$ cat config.mk
export PLATFORM = sky130hd
export DESIGN_NAME = ram_access_control
export DESIGN_NICKNAME = d
export VERILOG_FILES = /design/src/rtl/ram_access_control.sv
export SDC_FILE = /design/constraint.sdc
export NUM_CORES = 1
export LEC_CHECK = 0
export CAP_MARGIN = 20
export CORE_MARGIN = 5
export CORE_UTILIZATION = 45
export CTS_CLUSTER_DIAMETER = 60
export CTS_CLUSTER_SIZE = 16
export DETAILED_ROUTE_END_ITERATION = 12
export MAX_ROUTING_LAYER = met4
export PLACE_DENSITY = 0.72
export SYNTH_ARGS = -nofsm -noshare
export SYNTH_HDL_FRONTEND = slang
export SYNTH_SLANG_ARGS = --single-unit
$ cat constraint.sdc
create_clock -name clk -period 5.65 [get_ports clk]
set_input_delay 1.13 -clock clk [delete_from_list [all_inputs] [get_ports clk]]
set_output_delay 1.13 -clock clk [all_outputs]
set_load 0.005 [all_outputs]
$ cat src/rtl/ram_access_control.sv
// ram_access_control: clocked /RAS-/CAS-/WE sequencer with RAS-only refresh for the Z80 main-RAM path.
module ram_access_control #(
  parameter int BANKS = 2,
  parameter int ROW_BITS = 8,
  parameter int RAS_CAS_CYCLES = 1,
  parameter int CAS_CYCLES = 2,
  parameter int PRECHARGE_CYCLES = 2
) (
  input  logic clk,
  input  logic reset,
  input  logic nmreq,
  input  logic nrd,
  input  logic nwr,
  input  logic nrfsh,
  input  logic [2*ROW_BITS-1:0] addr,
  input  logic [(BANKS > 1 ? $clog2(BANKS) : 1)-1:0] bank,
  output logic [BANKS-1:0] nras,
  output logic ncas,
  output logic nwe,
  output logic [ROW_BITS-1:0] ma,
  output logic busy
);
  localparam int BW = BANKS > 1 ? $clog2(BANKS) : 1;
  localparam int M1 = RAS_CAS_CYCLES > CAS_CYCLES ? RAS_CAS_CYCLES : CAS_CYCLES;
  localparam int MC = M1 > PRECHARGE_CYCLES ? M1 : PRECHARGE_CYCLES;
  localparam int CW = $clog2(MC) + 1;
  localparam logic [BW:0] NB = BANKS[BW:0];
  typedef enum logic [2:0] {IDLE, RAS, CAS, HOLD, PRE} state_t;
  state_t state_q, state_d;
  logic [CW-1:0] cnt_q, cnt_d;
  logic nmreq_q, nrd_q, nwr_q, nrfsh_q;
  logic [2*ROW_BITS-1:0] addr_q;
  logic [BW-1:0] bank_q, bnk_q, bnk_d;
  logic [ROW_BITS-1:0] row_q, row_d, col_q, col_d, ma_q, ma_d;
  logic wr_q, wr_d, rf_q, rf_d;
  logic [BANKS-1:0] nras_q, nras_d, sel;
  logic ncas_q, ncas_d, nwe_q, nwe_d, busy_q;
  logic acc, rfsh, last;
  always_comb begin
    acc = !nmreq_q && nrfsh_q && (!nrd_q || !nwr_q) && ({1'b0, bank_q} < NB);
    rfsh = !nmreq_q && !nrfsh_q;
    last = cnt_q == '0;
    state_d = state_q;
    cnt_d = last ? cnt_q : cnt_q - 1'b1;
    row_d = row_q;
    col_d = col_q;
    bnk_d = bnk_q;
    wr_d = wr_q;
    rf_d = rf_q;
    case (state_q)
      IDLE: if (rfsh || acc) begin
        state_d = RAS;
        cnt_d = CW'(RAS_CAS_CYCLES - 1);
        row_d = addr_q[2*ROW_BITS-1:ROW_BITS];
        col_d = addr_q[ROW_BITS-1:0];
        bnk_d = bank_q;
        rf_d = rfsh;
        wr_d = acc && !nwr_q && nrd_q;
      end
      RAS: if (nmreq_q) begin
        state_d = PRE;
        cnt_d = CW'(PRECHARGE_CYCLES - 1);
      end else if (last) begin
        state_d = rf_q ? HOLD : CAS;
        cnt_d = rf_q ? '0 : CW'(CAS_CYCLES - 1);
      end
      CAS: if (nmreq_q) begin
        state_d = PRE;
        cnt_d = CW'(PRECHARGE_CYCLES - 1);
      end else if (last) state_d = HOLD;
      HOLD: if (nmreq_q) begin
        state_d = PRE;
        cnt_d = CW'(PRECHARGE_CYCLES - 1);
      end
      PRE: if (last) state_d = IDLE;
      default: state_d = IDLE;
    endcase
    // Outputs are decoded from the next state so every strobe leaves a flop on the transition edge.
    sel = BANKS'(1) << bnk_d;
    nras_d = '1;
    ncas_d = 1'b1;
    nwe_d = 1'b1;
    ma_d = addr_q[2*ROW_BITS-1:ROW_BITS];
    case (state_d)
      RAS: begin
        nras_d = rf_d ? '0 : ~sel;
        ma_d = row_d;
      end
      CAS: begin
        nras_d = ~sel;
        ncas_d = 1'b0;
        nwe_d = !wr_d;
        ma_d = col_d;
      end
      HOLD: begin
        nras_d = nras_q;
        ncas_d = ncas_q;
        nwe_d = nwe_q;
        ma_d = ma_q;
      end
      default: ;
    endcase
  end
  always_ff @(posedge clk or posedge reset)
    if (reset) begin
      {nmreq_q, nrd_q, nwr_q, nrfsh_q} <= '1;
      addr_q <= '0;
      bank_q <= '0;
      state_q <= IDLE;
      cnt_q <= '0;
      row_q <= '0;
      col_q <= '0;
      bnk_q <= '0;
      wr_q <= 1'b0;
      rf_q <= 1'b0;
      nras_q <= '1;
      ncas_q <= 1'b1;
      nwe_q <= 1'b1;
      ma_q <= '0;
      busy_q <= 1'b0;
    end else begin
      {nmreq_q, nrd_q, nwr_q, nrfsh_q} <= {nmreq, nrd, nwr, nrfsh};
      addr_q <= addr;
      bank_q <= bank;
      state_q <= state_d;
      cnt_q <= cnt_d;
      row_q <= row_d;
      col_q <= col_d;
      bnk_q <= bnk_d;
      wr_q <= wr_d;
      rf_q <= rf_d;
      nras_q <= nras_d;
      ncas_q <= ncas_d;
      nwe_q <= nwe_d;
      ma_q <= ma_d;
      busy_q <= state_d != IDLE;
    end
  assign nras = nras_q;
  assign ncas = ncas_q;
  assign nwe = nwe_q;
  assign ma = ma_q;
  assign busy = busy_q;
endmodule

==> qor.txt <==
Initial Util -> 0.4637
Max incr delay on CP -> 0.53 ns
Post-Route WL -> 4.764 mm
Fin. Hold Viols -> 0
Synth Area in Compound Gates -> 0.1622
Synth Area in XOR/XNOR -> 0
Setup violators final -> 0
Initial antenna violation count -> 0
Sequential Area -> 1461 um^2
GPL Wtd Cong -> 0.8636
Commonest cells after routing, fill and taps aside -> nand2_1 (63), dfrtp_1 (50), clkdlybuf4s50_1 (35)
Synth Area in Adders -> 0
Count of state elements after synthesis -> 58
Largest family of logic cells by synthesized area -> simple AND/OR/NAND/NOR gates
Synth warnings -> 0
Most common cell after layout, fill and taps aside -> nand2_1
Core Rows -> 26
CP startpoint -> nwe
Vias -> 1,731
Sw power -> 0.0004835 W
Sequential share of power -> 0.444
Post-Syn Instances -> 217
Critical Path End Type -> output port
Wirelength per Cell -> 14.66 um
Post-Syn Nets -> 240
Status -> finished, final reports clean
Placed cell areas -> 2750 um^2
WP buf/inv -> 1
Synth-to-Final Area Change -> 22.83%
Vias per cell -> 5.326
Pint -> 0.0009160 W
Largest net degree at the start of global routing -> 59
Arr. time, crit path -> 1.36 ns
PortBufs -> 35
Max Cap Violations -> 0
Antenna cells -> 0
Die height -> 82.78 um
Post-CTS setup buffer count -> 0
Clk slew on worst S/H paths -> 0.06 ns
Worst path required time -> 4.52 ns
Place WS -> 3.265 ns
Pre-Repair DR Iteration Count -> 4
EDFF count, synth -> 0
Iter 0 DRT Violations -> 96
Crit path max-delay family -> flip-flops
Clock sinks -> 58
First-pass GRT wire length -> 8.004 mm
Fin Hold WS -> 0.4389 ns
IO Pins -> 36
RSZ-0062 raised after global routing -> false
Number of global-route vias before repair -> 1,703
Power Density -> 478.0 nW/um^2
Sequential share of the synthesized area -> 0.6131
Footprint of the multi-input gates -> 824.5 um^2
CTS max path bufs -> 2
Fmax -> 401.9 MHz
CTS buffer count -> 9
TNS Setup -> 0 ns
Total grt overflow -> 0
Post-route ant nets -> 0
Design Area, Final -> 2928 um^2
Synthesized area -> 2384 um^2
Final Cycle Share -> 0.4404
Min-delay worst type -> flip-flop to flip-flop
Min-delay src -> addr_q[0]
Skew final -> 0.007054 ns
Power share of the clock group -> 0.241
CTS tree -> yes
Crit path time final -> 2.488 ns
Gate power share -> 0.315
Top_reg_cell synth -> dfrtp_1
Detailed placement HPWL -> 3.099 mm
Final #Nets -> 275
Switching part of the total power -> 0.3455
Die W -> 82.78 um
DRC errors left -> 0
CTS Hold Buffers Added -> 0
FFs w/ async S/R, synth -> 1.000
Post-synthesis mux area share -> 0
H-tree Lvls -> 3
Static leakage -> 1.268 nW
Worst-path cell chain -> clkdlybuf4s50_1
Post-CTS sizing -> 0
Root buffer cell -> clkbuf_8
Worst Max-Slew Pin Slew -> 0.8531 ns
Die area -> 6853 um^2
Worst r2r src -> state_q[2]
Share of post-route cells with drive strength above 1 -> 0.1373
Netlist cell types -> 42
Worst Setup Path Type -> flip-flop to output port
Mean Syn Cell Area -> 10.98 um^2
Relative slew slack -> 0.4291
Fill count -> 480
Core area -> 5140 um^2
Startpoint types -> flip-flop
Gr usage total -> 0.1650
Max Slew Vio Count -> 0
CP Max Fanout -> 2
PnR worst setup slack -> 3.162 ns
Clock Latency Late Sink -> 0.33 ns
Slowest cell on the critical path -> dfstp_2
Post-synthesis simple-gate area fraction -> 0.1837
Max VDD drop -> 208.9 uV
==> synthesized netlist by cell type, drive strengths merged, types with 2 or more instances <==
cell	instances	area, um^2
nand3	2	10.01
o211ai	8	60.06
a21boi	8	60.06
nor3b	3	22.52
inv	5	18.76
buf	9	67.56
or2	3	18.77
dfstp	8	210.2
o21ai	4	23.77
nand4	8	50.05
clkbuf	3	11.26
a211oi	4	35.03
a21oi	6	30.03
nand2	64	242.7
a211o	2	17.52
nor2	7	33.78
dfrtp	50	1251
a41oi	8	70.07
==> state kept, by name (all words and copies together), names as in the netlist, 2 cells and up <==
name     count
row_q        8
nras         2
cnt_q        2
state_q      3
col_q        8
ma           8
addr_q      16
==> power by group through the flow <==
stage | registers (W) | logic, W | clock network (W)
6_report | 0.000621 | 0.000441 | 0.000338
5_1_grt | 0.000637 | 0.000494 | 0.000370
4_1_cts | 0.000621 | 0.000445 | 0.000345
3_5_place_dp | 0.000627 | 0.000443 | 0
3_3_place_gp | 0.000626 | 0.000428 | 0
2_1_floorplan | 0.000611 | 0.000312 | 0
==> stage by stage <==
step / util / total power [W] / instances
after global routing: 0.5696 / 0.001500 / 325
after floorplan: - / 0.0009225 / 217
after global placement: 0.5351 / 0.001054 / 311
after CTS: 0.5696 / 0.001412 / 325
after detailed placement: 0.5351 / 0.001070 / 311
final: 0.5696 / 0.001399 / 325
==> worst paths after layout <==
path	to	slack, ns	depth (start not counted)
hold reg to reg	col_q[0]	0.44	2
min in group asynchronous	addr_q[6]	1.31	3
max in group asynchronous	cnt_q[0]	3.87	3
setup / recovery	nwe	3.16	1
hold / removal	col_q[0]	0.44	2
setup reg to reg	ma[5]	3.20	5
==> cell type report <==
class / instances / area share
Multi-Input combinational cell: 142 / 0.2816
Inverter: 5 / 0.006410
Tap cell: 70 / 0.02991
Timing Repair Buffer: 36 / 0.1222
Sequential cell: 58 / 0.4991
Clock inverter: 2 / 0.004274
Clock buffer: 12 / 0.05641
==> per-layer routing <==
layer  vias to the layer above  share of wire  global-route usage
met2                        49           0.50              0.2516
met4                         0         0.0076             0.05229
met5                         -              0                   -
met1                       849           0.42              0.1983
met3                         4          0.071             0.07127
li1                        829              -                   -
==> logic make-up after synthesis <==
| family | Yosys count |
|---|---|
| and+or+nand+nor | 93 |
| DFF | 58 |
| AOI/OAI and AO/OA | 49 |
| buffers and inverters | 17 |
No activity file was read; power rests on OpenSTA's default activity.
